### src/rtl/kc705_idle_watchdog.sv
// rtl/kc705_idle_watchdog.sv - idle-cycle counter that fires once after LIMIT consecutive idle cycles
module kc705_idle_watchdog #(
  parameter int LIMIT = 1024
) (
  input  logic clk,
  input  logic rst,
  input  logic i_clear,
  input  logic i_run,
  output logic o_expire
);

  localparam int CW = $clog2(LIMIT + 1);

  logic [CW-1:0] r_cnt;

  assign o_expire = i_run && !i_clear && (r_cnt == CW'(LIMIT - 1));

  always_ff @(posedge clk or posedge rst) begin
    if (rst) begin
      r_cnt <= '0;
    end else if (i_clear || !i_run || o_expire) begin
      r_cnt <= '0;
    end else begin
      r_cnt <= r_cnt + 1'b1;
    end
  end

endmodule

### config.mk
export PLATFORM = sky130hd
export DESIGN_NAME = kc705_idle_watchdog
export DESIGN_NICKNAME = d
export VERILOG_FILES = /design/src/rtl/kc705_idle_watchdog.sv
export SDC_FILE = /design/constraint.sdc
export NUM_CORES = 1
export LEC_CHECK = 0
export ABC_CLOCK_PERIOD_IN_PS = 1500
export CAP_MARGIN = 5
export CORE_MARGIN = 2
export CORE_UTILIZATION = 40
export CTS_CLUSTER_SIZE = 40
export DETAILED_ROUTE_END_ITERATION = 8
export GPL_TIMING_DRIVEN = 0
export SLEW_MARGIN = 25
export SYNTH_ARGS = -nofsm -noshare
export SYNTH_HDL_FRONTEND = slang
export SYNTH_SLANG_ARGS = --single-unit
export TNS_END_PERCENT = 30
### constraint.sdc
create_clock -name clk -period 1.5 [get_ports clk]
set_input_delay 0.375 -clock clk [delete_from_list [all_inputs] [get_ports clk]]
set_output_delay 0.375 -clock clk [all_outputs]
set_load 0.005 [all_outputs]
==> flow_summary.yaml, run 1 <==
synth:
  postSynthCellCount: 51
  syn_area_sq_um: 558.0
  yosys_register_bits: 11
  yosys-top-cells-area: "sky130_fd_sc_hd__dfrtp_1 49%, sky130_fd_sc_hd__nand3_1 4.5%, sky130_fd_sc_hd__a211oi_1 4.0%"
  synth_seq_area_share: 0.4933
  synth_area_leader_cell: "sky130_fd_sc_hd__dfrtp_1"
  yosysUniqueCellTypes: 22
  postSynthNetCount: 56
  synth.top_cell.area_share: 0.4933
  ys.warnings.count: 0
  synthesis.area_per_instance_sq_um: 10.94
routing:
  post_drt_wl_per_cell_um: 14.62
  route.antenna.remaining_nets: 0
  first_pass_iters: 4
  detail_route.iter0.violations: 6
  num_vias: 463
  viasPerCell: 5.512
  totalWireLength_mm: 1.228
  drc_errors: 0
placement:
  placed_cells: 70
  postPlaceCellArea_sq_um: 621.8
  place.gp.congestion: 0.6394
  io_buffer_count: 4
status:
  outcome: "finished with violations"
  failing_checks: "setup timing"
floorplan:
  core_region_area_sq_um: 1301
  die-width_um: 41.35
  placement_rows: 13
  die_area_sq_um: 1710
  io-pin-count: 5
  initial_utilization: 0.4288
  die_y_um: 41.35
power:
  power.leakage_nw: 0.3102
  cellPowerDensity_nw_per_um2: 692.8
  power.ir.vdd_worst_mv: 0.5230
worst_setup_path:
  setup.worst_path.end_class: "output pin"
  register_to_register_setup_slack_ns: -0.09
  critical_path.max_fanout: 2
  cp_data_arrival_time_ns: 1.33
  reg2reg_to: "r_cnt[9]"
  worst_r2r_startpoint: "r_cnt[0]"
  critical_path.startpoint_type: "register"
  cp.required_ns: 1.12
  critical_path_type: "reg2out"
  ff2ff_path_depth: 5
grt:
  grt_antenna_before_repair: 0
  grt-ovfl-total: 0
  grt_util_all_layers: 0.1897
  first_global_vias: 416
  grt_start_max_net_pins: 12
  grt_first_pass_wirelength_mm: 1.952
cells_and_area:
  largest_registers: "r_cnt (11)"
  largest_register_ffs: 11
  final_layout_net_count: 75
  fill_cells: 114
  number_of_non_filler_instances_in_the_completed_layout: 84
  syn_to_final_growth_pct: 36.77
  layout.cell_area.non_filler_sq_um: 763.2
  drive_gt1_frac: 0.3913
  largest-register: "r_cnt"
  diodes: 0
  final_core_utilization: 0.5865
clock_tree:
  clock_latency_ns: 0.27
  cts_buffer_depth: 2
  tritoncts.num_buffers: 3
  cts.htree.levels: 1
  clock-root-buffer: "sky130_fd_sc_hd__clkbuf_4"
  tritoncts_num_sinks: 11
  tritoncts: "yes"
  cts.clk_slew.worst_paths_ns: 0.07
timing:
  final-hold-violation-count: 0
  final-setup-viol-count: 8
  setup-tns-final_ns: -0.3548
  tightest_slew_ns: 0.5586
  maxSlewViolCount: 0
  setup_slack_ns: -0.2025
  fin_crit_ns: 1.702
  fin_worst_skew_ns: 0.006475
  unrepaired_setup_endpoints_after_global_routing: "yes"
  timing.final.crit_share: 1.135
  fmax_mhz: 587.4
  max_slew_margin: 0.6248
flow_run:
  max_cap_violations: 0
min_path:
  timing.hold.worst.class: "in2async"
==> final cells by class <==
type / count / area (sq um) / share of cell area
multi-input cells: 38 / 322.8 / 0.4230
flip-flops and latches: 11 / 277.8 / 0.3639
repair buffers: 14 / 110.1 / 0.1443
clock buffers: 4 / 26.28 / 0.03443
well taps: 15 / 18.77 / 0.02459
plain buffers: 1 / 3.754 / 0.004918
inverters: 1 / 3.754 / 0.004918
==> critical path, stage by stage, from the launching register on <==
cell,delay (ns)
sky130_fd_sc_hd__dfrtp_1,0.39
sky130_fd_sc_hd__ha_4,0.17
sky130_fd_sc_hd__nand3_4,0.09
sky130_fd_sc_hd__nor3_4,0.13
sky130_fd_sc_hd__nor3b_2,0.16
sky130_fd_sc_hd__buf_2,0.13
==> cell families (layout without fill, tap and decap cells) <==
| family | after synthesis | in the layout | synth area share |
|---|---|---|---|
| xor+xnor | 3 | 3 | 0.04709 |
| fa+ha+maj | 1 | 1 | 0.02242 |
| simple gates | 24 | 24 | 0.3027 |
| compound gates | 10 | 10 | 0.1211 |
| buf+inv | 2 | 20 | 0.01344 |
| flops | 11 | 11 | 0.4933 |
==> per-stage QoR <==
| stage | total power [mW] | setup slack, ns | hold WS [ns] |
|---|---|---|---|
| floorplan | 0.3191 | 0.03163 | 0.2274 |
| global placement | 0.3311 | -0.5835 | 0.4633 |
| detailed placement | 0.3315 | -0.5959 | 0.4641 |
| CTS | 0.5377 | -0.2900 | 0.4189 |
| global route | 0.5618 | -0.3034 | 0.4523 |
| finish | 0.5288 | -0.2025 | 0.4092 |
==> synth_stat cells <==
| cell type | n |
|---|---|
| sky130_fd_sc_hd__dfrtp_1 | 11 |
| sky130_fd_sc_hd__xor2_1 | 2 |
| sky130_fd_sc_hd__a211oi_2 | 1 |
| sky130_fd_sc_hd__nand2_1 | 3 |
| sky130_fd_sc_hd__or3_1 | 3 |
| sky130_fd_sc_hd__nor3b_1 | 3 |
| sky130_fd_sc_hd__nand4_4 | 1 |
| sky130_fd_sc_hd__o31ai_1 | 1 |
| sky130_fd_sc_hd__ha_1 | 1 |
| sky130_fd_sc_hd__o21ai_0 | 4 |
| sky130_fd_sc_hd__or3_2 | 1 |
| sky130_fd_sc_hd__nand2b_1 | 1 |
| sky130_fd_sc_hd__inv_1 | 1 |
| sky130_fd_sc_hd__nor2_1 | 1 |
| sky130_fd_sc_hd__nor4_4 | 1 |
| sky130_fd_sc_hd__xnor2_1 | 1 |
| sky130_fd_sc_hd__nand3_1 | 5 |
| sky130_fd_sc_hd__nor3_1 | 4 |
| sky130_fd_sc_hd__clkbuf_1 | 1 |
| sky130_fd_sc_hd__a21oi_1 | 1 |
| sky130_fd_sc_hd__a211oi_1 | 3 |
| sky130_fd_sc_hd__or4_4 | 1 |
==> layout by cell type (no fill, tap or decap), types with 2 or more instances in the layout <==
cell type,instances
sky130_fd_sc_hd__buf_4,10
sky130_fd_sc_hd__clkbuf_1,2
sky130_fd_sc_hd__xor2_1,2
sky130_fd_sc_hd__nor3b_1,2
sky130_fd_sc_hd__or3_1,3
sky130_fd_sc_hd__a211oi_1,3
sky130_fd_sc_hd__nand2_1,2
sky130_fd_sc_hd__dfrtp_2,2
sky130_fd_sc_hd__clkbuf_4,3
sky130_fd_sc_hd__nand3_1,4
sky130_fd_sc_hd__dfrtp_1,9
sky130_fd_sc_hd__o21ai_0,4
sky130_fd_sc_hd__clkdlybuf4s50_1,3
sky130_fd_sc_hd__nor3_1,3
==> power by group <==
group          total (mW)  leakage [nW]  switching (mW)  internal, mW
Combinational      0.0311         0.146          0.0156        0.0155
Sequential          0.302         0.149         0.00277         0.299
Clock               0.196        0.0150          0.0932         0.103
Total               0.529         0.310           0.112         0.417
==> per-layer routing <==
layer  global-route usage  part of all wire  vias up
met5                    0                 0        -
met4              0.07258             0.011        0
met3              0.07979             0.031        2
met2               0.2852              0.50        5
met1               0.2408              0.45      225
li1                     -                 -      231
==> worst max path at each step <==
stage	startpoint	endpoint
after floorplan	r_cnt[0]	o_expire
after global placement	r_cnt[0]	o_expire
after detailed placement	r_cnt[0]	o_expire
after CTS	r_cnt[1]	o_expire
after global routing	r_cnt[0]	o_expire
final	r_cnt[0]	o_expire
==> timing repair <==
action                                  4_1_cts  5_1_grt
resized for setup                            11        3
endpoints found under the setup margin        5       10
hold buffers                                  0        0
hold endpoints to repair                      0        0
setup buffers                                 6        4
pin swaps                                     3        6
gates cloned                                  0        0
Note: power is estimated with default switching activity, not from simulation.
==> run 2, diff against run 1 <==
- CORE_AREA: unset -> 2 2 39 41
- CORE_MARGIN: 2 -> unset
- CORE_UTILIZATION: 40 -> unset
- DIE_AREA: unset -> 0 0 41 43
==> run 2 against run 1 <==
The flow still finishes with violations (setup timing). Critical path type unchanged. Flip-flop and latch count stayed put. Routed wire length increased by 0.98%. Count of clock-buffer cells in the layout did not move. Utilization down 2.9 points. Hold slack got worse by 0.012 ns. Via count grew 1.7%. Fmax shrank 0.16%. Clock power about the same.
==> flow_summary.yaml, run 2 (synthesis results as in run 1) <==
floorplan:
  initial_utilization: 0.4033
  io-pin-count: 5
  die-width_um: 41
  die_area_sq_um: 1763
  core_region_area_sq_um: 1384
  die_y_um: 43
  placement_rows: 14
worst_setup_path:
  cp_data_arrival_time_ns: 1.33
  setup.worst_path.end_class: "output pin"
  critical_path.startpoint_type: "register"
  ff2ff_path_depth: 5
  reg2reg_to: "r_cnt[5]"
  register_to_register_setup_slack_ns: -0.10
  cp.required_ns: 1.12
  worst_r2r_startpoint: "r_cnt[0]"
  cp-startpoint: "r_cnt[7]"
  critical_path_type: "reg2out"
  critical_path.max_fanout: 4
power:
  post-layout-total-power_uw: 528.0
  power.leakage_nw: 0.3206
  power.ir.vdd_worst_mv: 0.3762
  cellPowerDensity_nw_per_um2: 683.9
cells_and_area:
  largest_register_ffs: 11
  sequential_cell_area_sq_um: 276.5
  fill_cells: 114
  largest_registers: "r_cnt (11)"
  final_layout_net_count: 77
  largest-register: "r_cnt"
  layout.cell_area.non_filler_sq_um: 772.0
  diodes: 0
  layout_commonest_cell: "sky130_fd_sc_hd__buf_4"
  number_of_non_filler_instances_in_the_completed_layout: 87
  multi_input_comb_area_sq_um: 316.6
  final_core_utilization: 0.5579
  syn_to_final_growth_pct: 38.34
  most-common-layout-cells: "12 x sky130_fd_sc_hd__buf_4, 10 x sky130_fd_sc_hd__dfrtp_1, 4 x sky130_fd_sc_hd__nand3_1, 4 x sky130_fd_sc_hd__o21ai_0"
  drive_gt1_frac: 0.3662
routing:
  viasPerCell: 5.414
  detail_route.iter0.violations: 11
  num_vias: 471
  drc_errors: 0
  post_drt_wl_per_cell_um: 14.25
  first_pass_iters: 4
  route.antenna.remaining_nets: 0
  totalWireLength_mm: 1.240
grt:
  grt_start_max_net_pins: 12
  grt_first_pass_wirelength_mm: 1.911
  grt_util_all_layers: 0.1660
  grt-ovfl-total: 0
  first_global_vias: 437
  grt_antenna_before_repair: 0
timing:
  fin_crit_ns: 1.705
  setup_slack_ns: -0.2053
  setup-tns-final_ns: -0.4208
  max_slew_margin: 0.6493
  fmax_mhz: 586.4
  final-hold-violation-count: 0
  unrepaired_setup_endpoints_after_global_routing: "yes"
  maxSlewViolCount: 0
  final-setup-viol-count: 6
  timing.final.crit_share: 1.137
  hold-worst-slack_ns: 0.3973
  tightest_slew_ns: 0.5222
  fin_worst_skew_ns: 0.003826
clock_tree:
  ctsHoldBuffers: 0
  cts.clk_slew.worst_paths_ns: 0.07
  tritoncts_num_sinks: 11
  cts_buffer_depth: 2
  clock_latency_ns: 0.26
  clock-root-buffer: "sky130_fd_sc_hd__clkbuf_4"
  tritoncts.num_buffers: 3
  cts.htree.levels: 1
  tritoncts: "yes"
status:
  failing_checks: "setup timing"
  outcome: "finished with violations"
placement:
  io_buffer_count: 4
  placed_cells: 71
  postPlaceCellArea_sq_um: 623.1
  place_worst_setup_slack_ns: -0.5823
  place.gp.congestion: 0.7079
min_path:
  timing.hold.worst.class: "in2async"
flow_run:
  max_cap_violations: 0
-- run 2: changes by cell type in the layout (fill, tap and decap cells not counted) --
cell / before / now
sky130_fd_sc_hd__a21oi_1: 0 / 1
sky130_fd_sc_hd__dfrtp_1: 9 / 10
sky130_fd_sc_hd__nand2_1: 2 / 3
sky130_fd_sc_hd__nand2_2: 1 / 0
sky130_fd_sc_hd__dfrtp_2: 2 / 1
sky130_fd_sc_hd__a21oi_2: 1 / 0
sky130_fd_sc_hd__buf_4: 10 / 12
-- run 2: layout make-up --
type,instances,share of cell area
inverter,1,0.004862
timing repair buffer,16,0.1621
clock buffer,4,0.03404
multi-input combinational,38,0.4100
buffer,1,0.004862
tap,16,0.02593
sequential,11,0.3582
-- run 2: worst max path at each step --
stage                           to  slack (ns)  cells past startpoint
after floorplan           o_expire        0.03                      4
after global placement    o_expire       -0.58                      5
after detailed placement  o_expire       -0.58                      5
after CTS                 o_expire       -0.27                      5
after global routing      o_expire       -0.31                      4
final                     o_expire       -0.21                      4
-- run 2: what timing repair did --
action                                  CTS  global route
pin swaps                                 2             3
gates resized for setup                  10             1
endpoints found under the setup margin    8             6
setup buffers                             6             6
-- run 2: power breakdown --
| part | internal (mW) | switching [mW] |
|---|---|---|
| registers | 0.299 | 0.00270 |
| clock network | 0.103 | 0.0943 |
| logic | 0.0148 | 0.0147 |
-- run 2: critical path, cell delays in order, from the launching register on --
cell	delay, ns
sky130_fd_sc_hd__dfrtp_1	0.39
sky130_fd_sc_hd__nand2_1	0.19
sky130_fd_sc_hd__nor3_4	0.20
sky130_fd_sc_hd__nor3b_2	0.16
sky130_fd_sc_hd__buf_2	0.12
-- run 2: layer usage --
| layer | vias up | global-route usage | part of all wire |
|---|---|---|---|
| met1 | 229 | 0.2020 | 0.41 |
| met5 | - | 0 | 0 |
| met4 | 0 | 0.08000 | 0.019 |
| met3 | 4 | 0.04712 | 0.018 |
| li1 | 232 | - | - |
| met2 | 6 | 0.2563 | 0.55 |
